--- src/rtl/fsk_zc_demod.sv ---
// Zero-crossing FSK demodulator: counts sign changes of the incoming tone over one
// symbol window of SPS valid samples and slices the count against THRESH.
module fsk_zc_demod #(
    parameter int SIN_SIZE = 13,
    parameter int SPS      = 16,
    parameter int THRESH   = 4,
    parameter int CW       = $clog2(SPS + 1)
) (
    input  logic                clk,
    input  logic                reset,
    input  logic                enable,
    input  logic                sync_start,
    input  logic [SIN_SIZE-1:0] sample_in,
    input  logic                sample_valid,
    output logic                bit_out,
    output logic                bit_valid,
    output logic [CW-1:0]       crossings,
    output logic                in_symbol
);

    typedef enum logic [0:0] {
        IDLE = 1'b0,
        RUN  = 1'b1
    } state_t;

    localparam logic [CW-1:0]              LAST_IDX   = CW'(SPS - 1);
    localparam logic [CW-1:0]              THRESH_CNT = CW'(THRESH);
    localparam logic [CW-1:0]              CNT_ONE    = CW'(1);
    localparam logic [CW-1:0]              CNT_ZERO   = '0;
    localparam logic signed [SIN_SIZE-1:0] ZERO_SMP   = '0;

    state_t        state_r;
    state_t        state_next_s;
    logic [CW-1:0] win_cnt_r;
    logic [CW-1:0] win_cnt_next_s;
    logic [CW-1:0] acc_r;
    logic [CW-1:0] acc_next_s;
    logic [CW-1:0] final_cnt_s;
    logic          prev_sign_r;
    logic          prev_sign_next_s;
    logic          prev_ok_r;
    logic          prev_ok_next_s;
    logic          run_s;
    logic          accept_s;
    logic          sign_s;
    logic          cross_s;
    logic          done_s;

    logic          bit_out_r;
    logic          bit_valid_r;
    logic [CW-1:0] crossings_r;
    logic          in_symbol_r;

    // Run-control state transition
    always_comb begin
        state_next_s = state_r;
        case (state_r)
            IDLE: begin
                if (enable) begin
                    state_next_s = RUN;
                end else begin
                    state_next_s = IDLE;
                end
            end
            RUN: begin
                if (enable) begin
                    state_next_s = RUN;
                end else begin
                    state_next_s = IDLE;
                end
            end
            default: state_next_s = IDLE;
        endcase
    end

    // Sample acceptance, crossing detection, window accumulation and decision
    always_comb begin
        win_cnt_next_s   = win_cnt_r;
        acc_next_s       = acc_r;
        prev_sign_next_s = prev_sign_r;
        prev_ok_next_s   = prev_ok_r;
        done_s           = 1'b0;

        run_s       = (state_r == RUN) && enable;
        accept_s    = run_s && sample_valid;
        // zero samples count as positive, so only strictly negative values set the sign
        sign_s      = ($signed(sample_in) < ZERO_SMP) ? 1'b1 : 1'b0;
        cross_s     = accept_s && prev_ok_r && (sign_s != prev_sign_r);
        final_cnt_s = acc_r + (cross_s ? CNT_ONE : CNT_ZERO);

        if (!run_s) begin
            win_cnt_next_s = CNT_ZERO;
            acc_next_s     = CNT_ZERO;
        end else if (sync_start) begin
            // a coincident sample becomes the first of the fresh window, even if it would have completed the old one
            if (accept_s) begin
                win_cnt_next_s = CNT_ONE;
                acc_next_s     = cross_s ? CNT_ONE : CNT_ZERO;
            end else begin
                win_cnt_next_s = CNT_ZERO;
                acc_next_s     = CNT_ZERO;
            end
        end else if (accept_s) begin
            if (win_cnt_r == LAST_IDX) begin
                done_s         = 1'b1;
                win_cnt_next_s = CNT_ZERO;
                acc_next_s     = CNT_ZERO;
            end else begin
                win_cnt_next_s = win_cnt_r + CNT_ONE;
                acc_next_s     = final_cnt_s;
            end
        end else begin
            win_cnt_next_s = win_cnt_r;
            acc_next_s     = acc_r;
        end

        // sign history survives window boundaries but not a drop out of RUN
        if (!run_s) begin
            prev_ok_next_s   = 1'b0;
            prev_sign_next_s = 1'b0;
        end else if (accept_s) begin
            prev_ok_next_s   = 1'b1;
            prev_sign_next_s = sign_s;
        end else begin
            prev_ok_next_s   = prev_ok_r;
            prev_sign_next_s = prev_sign_r;
        end
    end

    // State, datapath and registered output update
    always_ff @(posedge clk) begin
        if (reset) begin
            state_r     <= IDLE;
            win_cnt_r   <= CNT_ZERO;
            acc_r       <= CNT_ZERO;
            prev_sign_r <= 1'b0;
            prev_ok_r   <= 1'b0;
            bit_out_r   <= 1'b0;
            bit_valid_r <= 1'b0;
            crossings_r <= CNT_ZERO;
            in_symbol_r <= 1'b0;
        end else begin
            state_r     <= state_next_s;
            win_cnt_r   <= win_cnt_next_s;
            acc_r       <= acc_next_s;
            prev_sign_r <= prev_sign_next_s;
            prev_ok_r   <= prev_ok_next_s;
            bit_valid_r <= done_s;
            in_symbol_r <= (win_cnt_next_s != CNT_ZERO);
            if (done_s) begin
                crossings_r <= final_cnt_s;
                bit_out_r   <= (final_cnt_s >= THRESH_CNT);
            end else begin
                crossings_r <= crossings_r;
                bit_out_r   <= bit_out_r;
            end
        end
    end

    assign bit_out   = bit_out_r;
    assign bit_valid = bit_valid_r;
    assign crossings = crossings_r;
    assign in_symbol = in_symbol_r;

endmodule
--- config.mk ---
export PLATFORM = sky130hd
export DESIGN_NAME = fsk_zc_demod
export DESIGN_NICKNAME = d
export VERILOG_FILES = /design/src/rtl/fsk_zc_demod.sv
export SDC_FILE = /design/constraint.sdc
export NUM_CORES = 1
export LEC_CHECK = 0
export CORE_MARGIN = 2
export CORE_UTILIZATION = 47
export DETAILED_ROUTE_END_ITERATION = 10
export PLACE_DENSITY = 0.8
export SYNTH_ARGS = -nofsm -noshare
export SYNTH_HDL_FRONTEND = slang
export SYNTH_SLANG_ARGS = --single-unit
--- constraint.sdc ---
create_clock -name clk -period 3.25 [get_ports clk]
set_clock_uncertainty 0.1 [all_clocks]
set_input_delay 0.325 -clock clk [delete_from_list [all_inputs] [get_ports clk]]
set_output_delay 0.325 -clock clk [all_outputs]
set_load 0.005 [all_outputs]
==> impl_metrics.ini, run 1 <==
[run_status]
status = completed

[worst_setup_path]
crit_fanout = 4
slowest_stage = clkdlybuf4s50_1
critical_path.cell_chain = clkdlybuf4s50_1 -> and3_1 -> and3_1 -> ha_1 -> ha_1 -> nand3_1 -> xnor2_1 -> nor3_1 -> a211oi_1
critical_path_cell_count = 9
worst-path-buf-inv = 1
crit_required_ps = 3380
crit_type = input pin to register
startpoint_type = input pin
slowest_delay_ps = 520
end_kind = register
r2r_cells = 8
arrival_ps = 2410
cp_top_family = simple AND/OR/NAND/NOR gates

[clock_tree]
ctsHoldBuffers = 0
htreeDepth = 1
cts_root_buf = clkbuf_4
path_clk_slew_ps = 110
cts_setup_buffers = 0
cts_sinks = 21
clk_latency_ps = 320
ctsResizeCount = 0
numCtsBuffers = 3
clockBufferDepth = 2
cts_tree = done

[pwr]
switching_power_w = 0.000100
power_density_nw_per_um2 = 360
sw_frac_of_total = 0.241
p_leak_nw = 0.411
clkPwrFrac = 0.320
peakVddDrop_mv = 0.275
pwr-share-comb = 0.057
internal_power_w = 0.000317
p_seq_frac = 0.623

[global_routing]
grt_pass1_wl_um = 3200
antenna_found_initial = 0
grt_max_degree = 14
overflow = 0
grt_usage = 0.168
grt_pass1_vias = 738

[sta]
tightestPinTransition_ps = 606
timing.final.crit_share = 0.702
timing.slew.headroom = 0.593
fin_crit_ps = 2280
finalMaxSlewViolations = 0
rsz0062_at_grt = false
hold_violations = 0
fin_setup_tns_ps = 0
fmax_ghz = 0.438
finalSetupViolCount = 0

[hold_path]
hold_path_class = register to register
hold_depth = 2

[routing]
drt-total-wl_um = 1840
viasPerCell = 5.64
wl_per_cell_um = 12.7
drt_pass1_iterations = 4
vias = 818
remaining_drc_errors = 0
ant_nets = 0
drt_iter0_markers = 22

[logic_synthesis]
syn_area_um2 = 977
muxShareOfSynthArea = 0.0717
syn-num-nets = 125
ys_types = 32
syn_inst = 104
synth_seq_cells = 21
synth_compound_area_frac = 0.0960
ys_seq_area_frac = 0.430
async_flop_share = 0
synth_top_family_by_area = simple AND/OR/NAND/NOR gates
synth_fa_ha_area_frac = 0.0384
synth-simple-area-share = 0.288
ys.flop_type = dfxtp_1
synth-edff-count = 0
syn_avg_cell_area_um2 = 9.40
synth_xor_area_frac = 0.0448
yosysWarnings = 0

[cells_and_area]
final_common_cell = dfxtp_1
final_area_um2 = 1160
seq_area_um2 = 420
drive_gt1_frac = 0.0932
area_growth_pct = 18.7
final_nets = 140
fill_cells = 182
multiInputGateArea_um2 = 527
final_cell_mix = dfxtp_1, nor2_1, clkdlybuf4s50_1
diodes = 0

[die]
initial_core_util = 0.498
core.rowCount = 16
die-area_um2 = 2460
core_area_um2 = 1960
design.portCount = 26
fp.dieW_um = 49.6
die-height_um = 49.6

[placed_design]
dpl-instance-area_um2 = 1130
io_buffers = 13
place.gp.congestion = 0.888
dpl.hpwl_um = 1360

[run]
max_cap_violations = 0
==> Yosys cell counts (3+ instances only) <==
| master | count | area [µm²] |
|---|---|---|
| a22oi_1 | 4 | 30.0 |
| and3_1 | 3 | 18.8 |
| buf_2 | 3 | 15.0 |
| dfxtp_1 | 21 | 420 |
| ha_1 | 3 | 37.5 |
| inv_1 | 3 | 11.3 |
| mux2i_1 | 7 | 70.1 |
| nand2_1 | 3 | 11.3 |
| nand3_1 | 3 | 15.0 |
| nor2_1 | 18 | 67.6 |
| nor2b_1 | 4 | 25.0 |
| o21ai_0 | 3 | 15.0 |
| xor2_1 | 3 | 26.3 |
==> cell families after synthesis <==
kind of cell	count (synthesis)
and+or+nand+nor	48
adders and majority gates	3
buffers and inverters	7
AOI/OAI and AO/OA	13
muxes	7
xor gates and xnor gates	5
DFF	21
==> stage by stage <==
stage,worst slack [ps],std cells,utilization,hold slack [ps],power (W)
global route,718,145,0.591,445,0.000432
finish,968,145,0.591,409,0.000418
floorplan,1420,104,-,332,0.000279
CTS,949,145,0.591,412,0.000421
global placement,697,141,0.576,343,0.000289
detailed placement,649,141,0.576,381,0.000290
==> state kept, by name, indices dropped and copies added, names as in the netlist <==
name,cells
bit_out,1
crossings,5
in_symbol,1
bit_valid,1
state_r,1
win_cnt_r,5
prev_sign_r,1
prev_ok_r,1
acc_r,5
==> per-layer routing <==
layer / global-route usage / up-vias / wire [µm]
li1: - / 404 / -
met1: 0.203 / 386 / 833
met2: 0.276 / 23 / 884
met3: 0.0485 / 5 / 101
met4: 0.0741 / 0 / 19
met5: 0 / - / 0
==> tightest hold or removal path, delay by kind of cell (launching register included) <==
| family | cells | cell delay [ps] |
|---|---|---|
| DFF | 1 | 330 |
| and+or+nand+nor | 1 | 100 |
| AOI/OAI and AO/OA | 1 | 50 |
==> power by group through the flow <==
| stage | Sequential (W) | Combinational, W | Clock, W |
|---|---|---|---|
| after global placement | 0.000266 | 0.0000232 | 0 |
| after detailed placement | 0.000266 | 0.0000239 | 0 |
| after floorplan | 0.000266 | 0.0000135 | 0 |
| after global routing | 0.000261 | 0.0000267 | 0.000145 |
| after CTS | 0.000260 | 0.0000239 | 0.000136 |
| final | 0.000260 | 0.0000239 | 0.000133 |
==> final timing paths <==
path | from | to | slack, ps
min reg2reg | bit_out$_SDFFE_PP0P_ | bit_out$_SDFFE_PP0P_ | 410
max | enable | bit_out$_SDFFE_PP0P_ | 970
min | bit_out$_SDFFE_PP0P_ | bit_out$_SDFFE_PP0P_ | 410
max reg2reg | state_r$_SDFF_PP0_ | bit_out$_SDFFE_PP0P_ | 1110
==> final cells by class <==
| class | instances | area share |
|---|---|---|
| clock buffers | 3 | 0.0194 |
| clock inverters | 1 | 0.00647 |
| inverters | 3 | 0.00971 |
| multi-input cells | 76 | 0.454 |
| flip-flops and latches | 21 | 0.362 |
| well taps | 27 | 0.0291 |
| repair buffers | 14 | 0.119 |
Note: power is estimated with default switching activity, not from simulation.
==> inputs of run 2 (changes only) <==
--- a/config.mk
+++ b/config.mk
@@ -6,9 +6,9 @@
 export NUM_CORES = 1
 export LEC_CHECK = 0
 export CORE_MARGIN = 2
-export CORE_UTILIZATION = 47
+export CORE_UTILIZATION = 46
 export DETAILED_ROUTE_END_ITERATION = 10
-export PLACE_DENSITY = 0.8
+export PLACE_DENSITY = 0.78
 export SYNTH_ARGS = -nofsm -noshare
 export SYNTH_HDL_FRONTEND = slang
 export SYNTH_SLANG_ARGS = --single-unit
==> constraint.sdc (replaced) <==
create_clock -name clk -period 2.3 [get_ports clk]
set_clock_uncertainty 0.1 [all_clocks]
set_input_delay 0.23 -clock clk [delete_from_list [all_inputs] [get_ports clk]]
set_output_delay 0.23 -clock clk [all_outputs]
set_load 0.005 [all_outputs]
==> run 2 against run 1 <==
Critical path depth decreased by 1. Sequential share of layout area decreased by 1.7 points. Worst setup slack got worse by 680 ps. Final cell count increased by 5.5%. First-iteration DRC count decreased by 36%. Cell area increased by 5.0%. Sequential power increased by 42%. Clock-buffer cell count unchanged. Combinational power increased by 62%. Wire length increased by 8.8%. Utilization increased by 2.3 points.
==> impl_metrics.ini, run 2 (synthesis results as in run 1) <==
[run_status]
status = completed

[pwr]
p_leak_nw = 0.456
peakVddDrop_mv = 0.297
power_density_nw_per_um2 = 479

[cells_and_area]
area_growth_pct = 24.6
drive_gt1_frac = 0.151
stdcell_count = 153
fill_cells = 161
final_cell_mix = dfxtp_1, nor2_1, clkdlybuf4s50_1
diodes = 0
final_common_cell = dfxtp_1
final_nets = 148

[hold_path]
hold_path_class = register to register

[routing]
remaining_drc_errors = 0
drt_iter0_markers = 14
viasPerCell = 5.43
wl_per_cell_um = 13.1
drt_pass1_iterations = 4
vias = 831
drt-total-wl_um = 2000
ant_nets = 0

[worst_setup_path]
startpoint_type = register
crit_required_ps = 2440
arrival_ps = 2150
crit_fanout = 4
crit_type = register to register
end_kind = register

[global_routing]
grt_pass1_wl_um = 3260
overflow = 0
antenna_found_initial = 0
grt_pass1_vias = 758
grt_max_degree = 13
grt_usage = 0.174

[die]
design.portCount = 26
initial_core_util = 0.493
fp.dieW_um = 50.1
core_area_um2 = 1980
die-area_um2 = 2510
core.rowCount = 16
die-height_um = 50.1

[clock_tree]
ctsResizeCount = 0
path_clk_slew_ps = 120
clockBufferDepth = 2
ctsHoldBuffers = 0
cts_setup_buffers = 0
cts_tree = done
clk_latency_ps = 310
htreeDepth = 1
cts_sinks = 21
cts_root_buf = clkbuf_4
numCtsBuffers = 3

[placed_design]
post-place-ws_ps = 18.0
place.gp.congestion = 0.823
dpl.hpwl_um = 1450
io_buffers = 13
place_inst = 149

[sta]
fmax_ghz = 0.497
timing.final.crit_share = 0.875
timing.final.ws_setup_ps = 287
rsz0062_at_grt = false
fin_crit_ps = 2010
hold_violations = 0
finalMaxSlewViolations = 0
fin_setup_tns_ps = 0
tightestPinTransition_ps = 406
timing.slew.headroom = 0.728
finalSetupViolCount = 0

[run]
max_cap_violations = 0
run 2: stage by stage:
stage	hold WS (ps)	area, µm²	utilization	power, W
after floorplan	277	977	-	0.000395
after global placement	345	1190	0.600	0.000413
final	389	1220	0.614	0.000583
after global routing	435	1220	0.614	0.000610
after CTS	384	1220	0.614	0.000592
after detailed placement	356	1190	0.600	0.000414
run 2: final cells by class:
| type | count | area (µm²) | area share |
|---|---|---|---|
| clock buffers | 3 | 22.5 | 0.0185 |
| clock inverters | 1 | 5.00 | 0.00411 |
| inverters | 3 | 11.3 | 0.00925 |
| multi-input cells | 76 | 527 | 0.433 |
| flip-flops and latches | 21 | 420 | 0.345 |
| well taps | 27 | 33.8 | 0.0277 |
| repair buffers | 22 | 198 | 0.162 |
run 2: path summary, 6_finish.rpt:
| check | start | to | slack, ps | cells after the start |
|---|---|---|---|---|
| max | state_r$_SDFF_PP0_ | bit_out$_SDFFE_PP0P_ | 290 | 8 |
| max reg2reg | state_r$_SDFF_PP0_ | bit_out$_SDFFE_PP0P_ | 290 | 8 |
| min | prev_ok_r$_SDFFE_PP0N_ | prev_ok_r$_SDFFE_PP0N_ | 390 | 2 |
| min reg2reg | prev_ok_r$_SDFFE_PP0N_ | prev_ok_r$_SDFFE_PP0N_ | 390 | 2 |
run 2: critical path: stages, from the launching register on:
cell and delay, ps:
dfxtp_1 410, and3_1 210, and3_1 180, ha_1 180
ha_1 170, nand3_1 100, xnor2_1 270, nor3_1 100
a211oi_1 220
run 2: layer usage:
layer	vias to the layer above	track usage	share of wire
met4	0	0.106	0.021
met5	-	0	0
met3	8	0.0303	0.037
met2	19	0.296	0.48
li1	422	-	-
met1	382	0.201	0.46
run 2: report_power, final:
group	switching, W	leakage (nW)	total, W	internal, W
Combinational	0.0000194	0.269	0.0000386	0.0000192
Clock	0.000112	0.0177	0.000177	0.0000650
Sequential	0.00000196	0.169	0.000368	0.000366
